<file path="src/rtl/pipe_ctrl_pkg.sv">
// Shared types for the pipeline controller: stall encodings, FSM states and
// the bundled per-stage stall vector.
package pipe_ctrl_pkg;

  typedef enum logic [1:0] {
    STALL_NEXT = 2'b00,
    STALL_KEEP = 2'b01,
    STALL_ZERO = 2'b10
  } stall_e;

  typedef enum logic {
    PCTRL_RUN  = 1'b0,
    PCTRL_DROP = 1'b1
  } pctrl_state_e;

  typedef struct packed {
    stall_e pc;
    stall_e if_id;
    stall_e id_ex;
    stall_e ex_mem;
    stall_e mem_wb;
  } stall_vec_t;

  function automatic stall_vec_t mk_codes(input stall_e pc, input stall_e if_id,
                                          input stall_e id_ex, input stall_e ex_mem,
                                          input stall_e mem_wb);
    stall_vec_t v;
    v.pc     = pc;
    v.if_id  = if_id;
    v.id_ex  = id_ex;
    v.ex_mem = ex_mem;
    v.mem_wb = mem_wb;
    return v;
  endfunction

endpackage

</file>
<file path="src/rtl/pipe_ctrl_if.sv">
// Signal bundle between the pipeline and its controller.
// if_busy means a fetch is outstanding; if_done pulses for the one cycle its word returns.
interface pipe_ctrl_if #(parameter int CNT_W = 64);
  import pipe_ctrl_pkg::*;

  logic         id_rs1_ren;
  logic         id_rs2_ren;
  logic [4:0]   id_rs1_addr;
  logic [4:0]   id_rs2_addr;
  logic         ex_mem_rena;
  logic [4:0]   ex_rd_waddr;
  logic         ex_redirect;
  logic         if_busy;
  logic         if_done;
  logic         mem_busy;
  stall_e       stall_pc;
  stall_e       stall_if_id;
  stall_e       stall_id_ex;
  stall_e       stall_ex_mem;
  stall_e       stall_mem_wb;
  logic [CNT_W-1:0] stall_cycles;
  logic [CNT_W-1:0] flush_count;
  pctrl_state_e dbg_state;

  modport master (
    output id_rs1_ren, id_rs2_ren, id_rs1_addr, id_rs2_addr,
           ex_mem_rena, ex_rd_waddr, ex_redirect, if_busy, if_done, mem_busy,
    input  stall_pc, stall_if_id, stall_id_ex, stall_ex_mem, stall_mem_wb,
           stall_cycles, flush_count, dbg_state
  );

  modport slave (
    input  id_rs1_ren, id_rs2_ren, id_rs1_addr, id_rs2_addr,
           ex_mem_rena, ex_rd_waddr, ex_redirect, if_busy, if_done, mem_busy,
    output stall_pc, stall_if_id, stall_id_ex, stall_ex_mem, stall_mem_wb,
           stall_cycles, flush_count, dbg_state
  );
endinterface

</file>
<file path="src/rtl/pipe_ctrl_hazard_detect.sv">
// Load-use hazard compare: a load in EX whose destination feeds the ID instruction.
module pipe_ctrl_hazard_detect (
  input  logic       id_rs1_ren_i,
  input  logic       id_rs2_ren_i,
  input  logic [4:0] id_rs1_addr_i,
  input  logic [4:0] id_rs2_addr_i,
  input  logic       ex_mem_rena_i,
  input  logic [4:0] ex_rd_waddr_i,
  output logic       load_use_o
);
  logic rs1_hit;
  logic rs2_hit;

  assign rs1_hit    = id_rs1_ren_i && (id_rs1_addr_i == ex_rd_waddr_i);
  assign rs2_hit    = id_rs2_ren_i && (id_rs2_addr_i == ex_rd_waddr_i);
  // x0 is never written, so a load targeting it cannot create a dependency.
  assign load_use_o = ex_mem_rena_i && (ex_rd_waddr_i != 5'd0) && (rs1_hit || rs2_hit);
endmodule

</file>
<file path="src/rtl/pipe_ctrl.sv">
// Pipeline controller: priority stall mux, wrong-path fetch tracking FSM and
// stall/flush performance counters.
module pipe_ctrl
  import pipe_ctrl_pkg::*;
#(
  parameter int CNT_W = 64
) (
  input  logic      clk,
  input  logic      rst,
  pipe_ctrl_if.slave ctrl
);

  logic             load_use;
  logic             redirect_acc;
  stall_vec_t       codes;
  pctrl_state_e     state_q, state_d;
  logic [CNT_W-1:0] stall_cycles_q, stall_cycles_d;
  logic [CNT_W-1:0] flush_count_q, flush_count_d;

  pipe_ctrl_hazard_detect u_hazard (
    .id_rs1_ren_i  (ctrl.id_rs1_ren),
    .id_rs2_ren_i  (ctrl.id_rs2_ren),
    .id_rs1_addr_i (ctrl.id_rs1_addr),
    .id_rs2_addr_i (ctrl.id_rs2_addr),
    .ex_mem_rena_i (ctrl.ex_mem_rena),
    .ex_rd_waddr_i (ctrl.ex_rd_waddr),
    .load_use_o    (load_use)
  );

  always_comb begin
    codes        = mk_codes(STALL_NEXT, STALL_NEXT, STALL_NEXT, STALL_NEXT, STALL_NEXT);
    state_d      = state_q;
    redirect_acc = 1'b0;
    if (!rst) begin
      codes = mk_codes(STALL_KEEP, STALL_ZERO, STALL_ZERO, STALL_ZERO, STALL_ZERO);
    end else if (ctrl.mem_busy) begin
      // Full freeze; a pending redirect stays in EX and is taken once MEM frees up.
      codes = mk_codes(STALL_KEEP, STALL_KEEP, STALL_KEEP, STALL_KEEP, STALL_ZERO);
    end else if (ctrl.ex_redirect) begin
      codes        = mk_codes(STALL_NEXT, STALL_ZERO, STALL_ZERO, STALL_NEXT, STALL_NEXT);
      redirect_acc = 1'b1;
      state_d      = (ctrl.if_busy && !ctrl.if_done) ? PCTRL_DROP : PCTRL_RUN;
    end else if (load_use) begin
      codes = mk_codes(STALL_KEEP, STALL_KEEP, STALL_ZERO, STALL_NEXT, STALL_NEXT);
      // A wrong-path word returning now is not captured because if_id holds.
      if (state_q == PCTRL_DROP && ctrl.if_done) state_d = PCTRL_RUN;
    end else if (ctrl.if_busy && !ctrl.if_done) begin
      codes = mk_codes(STALL_KEEP, STALL_ZERO, STALL_NEXT, STALL_NEXT, STALL_NEXT);
    end else if (state_q == PCTRL_DROP && ctrl.if_done) begin
      codes.if_id = STALL_ZERO;
      state_d     = PCTRL_RUN;
    end

    stall_cycles_d = stall_cycles_q + {{(CNT_W-1){1'b0}}, (codes.pc == STALL_KEEP)};
    flush_count_d  = flush_count_q + {{(CNT_W-1){1'b0}}, redirect_acc};
  end

  always_ff @(posedge clk or negedge rst) begin
    if (!rst) begin
      state_q        <= PCTRL_RUN;
      stall_cycles_q <= '0;
      flush_count_q  <= '0;
    end else begin
      state_q        <= state_d;
      stall_cycles_q <= stall_cycles_d;
      flush_count_q  <= flush_count_d;
    end
  end

  assign ctrl.stall_pc     = codes.pc;
  assign ctrl.stall_if_id  = codes.if_id;
  assign ctrl.stall_id_ex  = codes.id_ex;
  assign ctrl.stall_ex_mem = codes.ex_mem;
  assign ctrl.stall_mem_wb = codes.mem_wb;
  assign ctrl.stall_cycles = stall_cycles_q;
  assign ctrl.flush_count  = flush_count_q;
  assign ctrl.dbg_state    = state_q;

endmodule

</file>
<file path="src/flat_wrapper.sv">
// flat-port wrapper written by rule: the top's interface ports become plain ports
module pipe_ctrl_flat import pipe_ctrl_pkg::*;
#(
  parameter int CNT_W = 64
)
  (clk, rst, ctrl_id_rs1_ren, ctrl_id_rs2_ren, ctrl_id_rs1_addr, ctrl_id_rs2_addr, ctrl_ex_mem_rena, ctrl_ex_rd_waddr, ctrl_ex_redirect, ctrl_if_busy, ctrl_if_done, ctrl_mem_busy, ctrl_stall_pc, ctrl_stall_if_id, ctrl_stall_id_ex, ctrl_stall_ex_mem, ctrl_stall_mem_wb, ctrl_stall_cycles, ctrl_flush_count, ctrl_dbg_state);
  pipe_ctrl_if #(.CNT_W(CNT_W)) ctrl_i ();
  input  logic clk;
  input  logic rst;
  input wire logic [$bits(ctrl_i.id_rs1_ren)-1:0] ctrl_id_rs1_ren;
  input wire logic [$bits(ctrl_i.id_rs2_ren)-1:0] ctrl_id_rs2_ren;
  input wire logic [$bits(ctrl_i.id_rs1_addr)-1:0] ctrl_id_rs1_addr;
  input wire logic [$bits(ctrl_i.id_rs2_addr)-1:0] ctrl_id_rs2_addr;
  input wire logic [$bits(ctrl_i.ex_mem_rena)-1:0] ctrl_ex_mem_rena;
  input wire logic [$bits(ctrl_i.ex_rd_waddr)-1:0] ctrl_ex_rd_waddr;
  input wire logic [$bits(ctrl_i.ex_redirect)-1:0] ctrl_ex_redirect;
  input wire logic [$bits(ctrl_i.if_busy)-1:0] ctrl_if_busy;
  input wire logic [$bits(ctrl_i.if_done)-1:0] ctrl_if_done;
  input wire logic [$bits(ctrl_i.mem_busy)-1:0] ctrl_mem_busy;
  output wire logic [$bits(ctrl_i.stall_pc)-1:0] ctrl_stall_pc;
  output wire logic [$bits(ctrl_i.stall_if_id)-1:0] ctrl_stall_if_id;
  output wire logic [$bits(ctrl_i.stall_id_ex)-1:0] ctrl_stall_id_ex;
  output wire logic [$bits(ctrl_i.stall_ex_mem)-1:0] ctrl_stall_ex_mem;
  output wire logic [$bits(ctrl_i.stall_mem_wb)-1:0] ctrl_stall_mem_wb;
  output wire logic [$bits(ctrl_i.stall_cycles)-1:0] ctrl_stall_cycles;
  output wire logic [$bits(ctrl_i.flush_count)-1:0] ctrl_flush_count;
  output wire logic [$bits(ctrl_i.dbg_state)-1:0] ctrl_dbg_state;
  assign ctrl_i.id_rs1_ren = ctrl_id_rs1_ren;
  assign ctrl_i.id_rs2_ren = ctrl_id_rs2_ren;
  assign ctrl_i.id_rs1_addr = ctrl_id_rs1_addr;
  assign ctrl_i.id_rs2_addr = ctrl_id_rs2_addr;
  assign ctrl_i.ex_mem_rena = ctrl_ex_mem_rena;
  assign ctrl_i.ex_rd_waddr = ctrl_ex_rd_waddr;
  assign ctrl_i.ex_redirect = ctrl_ex_redirect;
  assign ctrl_i.if_busy = ctrl_if_busy;
  assign ctrl_i.if_done = ctrl_if_done;
  assign ctrl_i.mem_busy = ctrl_mem_busy;
  assign ctrl_stall_pc = ctrl_i.stall_pc;
  assign ctrl_stall_if_id = ctrl_i.stall_if_id;
  assign ctrl_stall_id_ex = ctrl_i.stall_id_ex;
  assign ctrl_stall_ex_mem = ctrl_i.stall_ex_mem;
  assign ctrl_stall_mem_wb = ctrl_i.stall_mem_wb;
  assign ctrl_stall_cycles = ctrl_i.stall_cycles;
  assign ctrl_flush_count = ctrl_i.flush_count;
  assign ctrl_dbg_state = ctrl_i.dbg_state;
  pipe_ctrl #(.CNT_W(CNT_W)) u_core (.clk(clk), .rst(rst), .ctrl(ctrl_i));
endmodule
</file>
<file path="config.mk">
export PLATFORM = sky130hd
export DESIGN_NAME = pipe_ctrl_flat
export DESIGN_NICKNAME = d
export VERILOG_FILES = /design/src/rtl/pipe_ctrl_pkg.sv /design/src/rtl/pipe_ctrl_if.sv /design/src/rtl/pipe_ctrl_hazard_detect.sv /design/src/rtl/pipe_ctrl.sv /design/src/flat_wrapper.sv
export SDC_FILE = /design/constraint.sdc
export NUM_CORES = 1
export LEC_CHECK = 0
export ABC_AREA = 1
export CAP_MARGIN = 0
export CORE_ASPECT_RATIO = 0.8
export CORE_UTILIZATION = 56
export DETAILED_ROUTE_END_ITERATION = 12
export PLACE_DENSITY = 0.87
export SYNTH_ARGS = -nofsm -noshare
export SYNTH_HDL_FRONTEND = slang
export SYNTH_SLANG_ARGS = --single-unit
</file>
<file path="constraint.sdc">
create_clock -name clk -period 5.5 [get_ports clk]
set_input_delay 1.375 -clock clk [delete_from_list [all_inputs] [get_ports clk]]
set_output_delay 1.375 -clock clk [all_outputs]
set_load 0.1 [all_outputs]
</file>
==> results.cfg, run 1 <==
[outcome]
status = completed

[drt]
num_vias = 7871
drt-wirelength-per-cell_um = 19.2
dr.first_iter.drc_count = 1091
viasPerCell = 5.69
drc = 0
ant_nets = 0
drtPass1Iterations = 6
finalWirelength_um = 26500

[finish]
instances_no_fill = 1383
final_util_pct = 76.7
syn2layout_area_growth_pct = 31.3
final_common_cell = nand2_1
drive_gt1_share_pct = 6.79
mostFrequentLayoutCells = nand2_1, nor2_1, clkdlybuf4s50_1, dfrtp_1, inv_1
n_fill_cell = 948
antenna_cells = 0
nets = 1223

[worst_setup_path]
start_kind = primary input
crit_arrival_ns = 2.94
crit_fanout = 3
worst_r2r_path_depth = 6
cp.required_ns = 4.12
end_kind = output pin
critical_path_class = primary input to output pin

[placed_design]
dp_cells = 1351
dpl_worst_slack_ns = 1.17
port_buffers = 160
place_congestion = 1.00
hpwl_um = 20800

[sta]
layout_setup_ws_ns = 1.19
clock.fmax_ghz = 0.232
slew_viol_final = 0
worstMarginPinSlew_ns = 1.04
relSlewSlack_pct = 30.5
setup_viol = 0
finClkSkew_ns = 0.0114
fin_crit_ns = 4.31
finalCritPeriodShare_pct = 78.4
rsz0062_at_grt = no
tns_ns = 0
report.final.hold_viol_count = 0

[yosys]
ys_ff_latch = 129
ys_seq_area_share_pct = 42.4
syn-instance-count = 1016
synthFlopType = dfrtp_1
yosys_warnings = 0
netlist_area_mm2 = 0.00762
synth.distinct_cells = 34
synth-async-reset-ratio_pct = 100
synth_area_per_cell_um2 = 7.50
synth_edf_count = 0

[clock_tree]
post-cts-setup-buffers = 0
clock-sinks = 129
cts-resized-gates = 0
cts_buffers = 17
htreeDepth = 4
cts_root_buf = clkbuf_16
clk_pin_slew_ns = 0.05
cts_tree = built
cts_hold_buf = 0
clk-insertion-delay-late_ns = 0.43
clockBufferDepth = 2

[floorplan]
die_h_um = 106
die-area_mm2 = 0.0141
die_w_um = 132
start_util_pct = 58.4
num_io_pins = 163
rows = 37
core_mm2 = 0.0131

[hold_path]
holdCritPathClass = register to register
whs_path_depth = 1

[global_routing]
antenna_found_initial = 0
grt_pass1_wl_um = 41000
grt_overflow = 0
grt_max_degree = 71
grt.total_usage_pct = 39.1
grt_pass1_vias = 7370

[power_and_ir_drop]
leakage_uw = 0.00453
power_density_mw_per_mm2 = 280
power.total_uw = 2800
vdd_drop_max_v = 0.000487

[job]
maxCapViolCount = 0
==> per-layer routing <==
layer | vias to the layer above | share of wire, % | GRT usage (%) | routed length, um
met3 | 56 | 14 | 13.7 | 3710
met1 | 3668 | 44 | 57.7 | 11700
met2 | 580 | 40 | 53.6 | 10700
met5 | - | 0 | 0 | 0
li1 | 3567 | - | - | -
met4 | 0 | 1.7 | 10.4 | 460
==> final timing paths <==
path,from,slack [ns],to
max in group asynchronous,rst,3.01,u_core.ctrl.flush_count[23]$_DFF_PN0_
max,ctrl_ex_rd_waddr[4],1.19,ctrl_stall_if_id[1]
min reg2reg,u_core.ctrl.stall_cycles[63]$_DFF_PN0_,0.47,u_core.ctrl.stall_cycles[63]$_DFF_PN0_
max reg2reg,u_core.ctrl.flush_count[0]$_DFF_PN0_,3.09,u_core.ctrl.flush_count[52]$_DFF_PN0_
min,u_core.ctrl.stall_cycles[63]$_DFF_PN0_,0.47,u_core.ctrl.stall_cycles[63]$_DFF_PN0_
min in group asynchronous,rst,0.80,u_core.ctrl.flush_count[40]$_DFF_PN0_
==> stage by stage <==
stage	hold slack [ns]	cell area, um2
final	0.473	10000
after global routing	0.499	10000
after CTS	0.476	10000
after detailed placement	0.462	9420
after global placement	0.457	9420
after floorplan	0.994	7630
==> cells by family (layout without fill, tap and decap cells) <==
logic type / after synthesis / in the layout / synth area share (%)
simple gates: 638 / 638 / 37.8
compound gates: 7 / 7 / 0.476
xor+xnor: 104 / 104 / 12.0
buf+inv: 133 / 324 / 6.70
fa+ha+maj: 4 / 4 / 0.657
flops: 129 / 129 / 42.4
other cells: 1 / 2 / 0.0492
==> where the power goes <==
part	internal, uW	total [uW]	switching, uW
registers	994	1070	74.9
clock network	693	1130	439
logic	134	602	468
total	1820	2800	982
==> layout make-up <==
type | instances | area [um2] | area share [%]
Clock inverter | 11 | 130 | 1.30
Timing Repair Buffer | 162 | 1600 | 16.0
Clock buffer | 21 | 460 | 4.60
Sequential cell | 129 | 3230 | 32.2
Inverter | 130 | 488 | 4.87
Tap cell | 175 | 219 | 2.19
Multi-Input combinational cell | 755 | 3890 | 38.8
==> synthesized netlist by cell type, types with 4 or more instances <==
| master | n | area share [%] |
|---|---|---|
| xor2_1 | 72 | 8.3 |
| nand2_1 | 268 | 13 |
| dfrtp_1 | 129 | 42 |
| nor2_1 | 174 | 8.6 |
| nand4_1 | 39 | 3.2 |
| nand3_2 | 4 | 0.53 |
| nand3_1 | 61 | 4.0 |
| ha_1 | 4 | 0.66 |
| inv_1 | 128 | 6.3 |
| xnor2_1 | 32 | 3.7 |
| nand2_2 | 6 | 0.49 |
| nor2_4 | 4 | 0.59 |
| o21ai_0 | 4 | 0.26 |
| nor3_1 | 49 | 3.2 |
| nor2_2 | 8 | 0.66 |
==> flip-flops by register name, summed over array words and instances (netlist names) <==
name / count
u_core.ctrl.stall_cycles: 64
u_core.ctrl.dbg_state: 1
u_core.ctrl.flush_count: 64
==> worst max-delay path, stage by stage <==
cell,delay (ns)
clkdlybuf4s50_1,0.45
inv_1,0.12
nand3_1,0.09
o21ai_0,0.24
inv_1,0.11
nand4_1,0.10
nand2_1,0.07
nor2_1,0.09
buf_4,0.29
No activity file was read; power rests on OpenSTA's default activity.
==> run 2, diff against run 1 <==
--- a/config.mk
+++ b/config.mk
@@ -8,9 +8,9 @@
 export ABC_AREA = 1
 export CAP_MARGIN = 0
 export CORE_ASPECT_RATIO = 0.8
-export CORE_UTILIZATION = 56
+export CORE_UTILIZATION = 47
 export DETAILED_ROUTE_END_ITERATION = 12
-export PLACE_DENSITY = 0.87
+export PLACE_DENSITY = 0.78
 export SYNTH_ARGS = -nofsm -noshare
 export SYNTH_HDL_FRONTEND = slang
 export SYNTH_SLANG_ARGS = --single-unit
==> constraint.sdc (replaced) <==
create_clock -name clk -period 3.7 [get_ports clk]
set_input_delay 0.925 -clock clk [delete_from_list [all_inputs] [get_ports clk]]
set_output_delay 0.925 -clock clk [all_outputs]
set_load 0.1 [all_outputs]
==> run 2 against run 1 <==
Compared with the run above:
- non-clock buffer count is 8 higher
- via count shrank 4.3%
- sequential cell count stayed put
- sequential power is 49% higher
- first-iteration DRC count down 31%
- utilization down 13 points
- largest cell class unchanged
==> results.cfg, run 2 (synthesized netlist as in run 1, its figures left out) <==
[outcome]
status = completed

[worst_setup_path]
start_kind = primary input
crit_arrival_ns = 2.48
cp.required_ns = 2.77
critical_path_class = primary input to output pin
end_kind = output pin
crit_fanout = 3

[global_routing]
grt_pass1_vias = 6783
antenna_found_initial = 0
grt_pass1_wl_um = 39300
grt_overflow = 0
grt_max_degree = 71
grt.total_usage_pct = 32.7

[finish]
nets = 1231
n_fill_cell = 1418
multiInputGateArea_mm2 = 0.00395
drive_gt1_share_pct = 17.1
mostFrequentLayoutCells = nand2_1, nor2_1, dfrtp_1, inv_1, buf_4
final_common_cell = nand2_1
syn2layout_area_growth_pct = 31.4
seq_area_mm2 = 0.00323
antenna_cells = 0
final_area_mm2 = 0.0100

[clock_tree]
clk_pin_slew_ns = 0.06
post-cts-setup-buffers = 0
cts-resized-gates = 0
htreeDepth = 4
cts_root_buf = clkbuf_16
clock-sinks = 129
cts_tree = built
clockBufferDepth = 2
clk-insertion-delay-late_ns = 0.43
cts_buffers = 17
cts_hold_buf = 0

[drt]
dr.first_iter.drc_count = 750
drt-wirelength-per-cell_um = 18.3
drc = 0
drtPass1Iterations = 6
finalWirelength_um = 26200
ant_nets = 0
viasPerCell = 5.27
num_vias = 7535

[sta]
worstMarginPinSlew_ns = 0.983
clock.fmax_ghz = 0.294
fin_crit_ns = 3.40
setup_viol = 0
whs_ns = 0.310
relSlewSlack_pct = 34.2
rsz0062_at_grt = no
finalCritPeriodShare_pct = 92.0
report.final.hold_viol_count = 0
slew_viol_final = 0
finClkSkew_ns = 0.00893

[placed_design]
placed_area_mm2 = 0.00940
port_buffers = 160
hpwl_um = 21300
place_congestion = 1.02

[power_and_ir_drop]
power_density_mw_per_mm2 = 424
leakage_uw = 0.00482
vdd_drop_max_v = 0.000488

[floorplan]
die-area_mm2 = 0.0167
start_util_pct = 48.2
core_mm2 = 0.0158
die_h_um = 116
rows = 41
die_w_um = 144
num_io_pins = 163

[hold_path]
holdCritPathClass = primary input to asynchronous set/reset pin

[job]
maxCapViolCount = 0
==> run 2: report_power, final <==
part | leakage, uW | internal [uW] | switching [uW] | total [uW]
clock network | 0.000292 | 1070 | 680 | 1750
registers | 0.00167 | 1480 | 115 | 1590
logic | 0.00287 | 201 | 701 | 902
total | 0.00482 | 2750 | 1500 | 4250
==> run 2: worst paths after layout <==
path	startpoint	endpoint	slack, ns	cells past startpoint
setup / recovery	ctrl_ex_rd_waddr[3]	ctrl_stall_if_id[1]	0.30	9
hold / removal	rst	u_core.ctrl.flush_count[9]$_DFF_PN0_	0.31	1
setup reg to reg	u_core.ctrl.flush_count[22]$_DFF_PN0_	u_core.ctrl.flush_count[34]$_DFF_PN0_	1.71	6
hold reg to reg	u_core.ctrl.stall_cycles[63]$_DFF_PN0_	u_core.ctrl.stall_cycles[63]$_DFF_PN0_	0.48	1
max in group asynchronous	rst	u_core.ctrl.stall_cycles[57]$_DFF_PN0_	1.61	3
min in group clk	u_core.ctrl.stall_cycles[63]$_DFF_PN0_	u_core.ctrl.stall_cycles[63]$_DFF_PN0_	0.48	1
==> run 2: cell type report <==
cell class                 count  area share [%]
tap                          215            2.69
inverter                     130            4.95
clock inverter                14            1.80
multi-input combinational    755            39.4
sequential                   129            32.2
clock buffer                  18            4.29
timing repair buffer         170            14.6
==> run 2: worst max-delay path, stage by stage <==
cell and delay [ns]:
clkdlybuf4s50_1 0.45, inv_1 0.11, nand3_1 0.09, o21ai_0 0.23
inv_1 0.11, nand4_1 0.10, nand2_1 0.12, nor2_2 0.16
buf_12 0.19
==> run 2: per-layer routing <==
layer / part of all wire (%) / routed length, um / global-route usage (%) / vias up
met4: 1.3 / 334 / 7.09 / 0
met5: 0 / 0 / 0 / -
met3: 11 / 2880 / 10.8 / 24
li1: - / - / - / 3567
met1: 49 / 12800 / 51.2 / 3540
met2: 39 / 10300 / 42.4 / 404
==> run 2: through the flow <==
step           total power (uW)  util (%)  setup WS (ns)  instances  TNS [ns]
6_report                   4250      63.4          0.297       1431         0
5_1_grt                    4370      63.4          0.227       1431         0
4_1_cts                    4260      63.4          0.307       1431         0
3_5_place_dp               2510      59.5         0.0749       1399         0
3_3_place_gp               2500      59.5          0.166       1399         0
2_1_floorplan              2250         -         -0.182       1017    -0.223
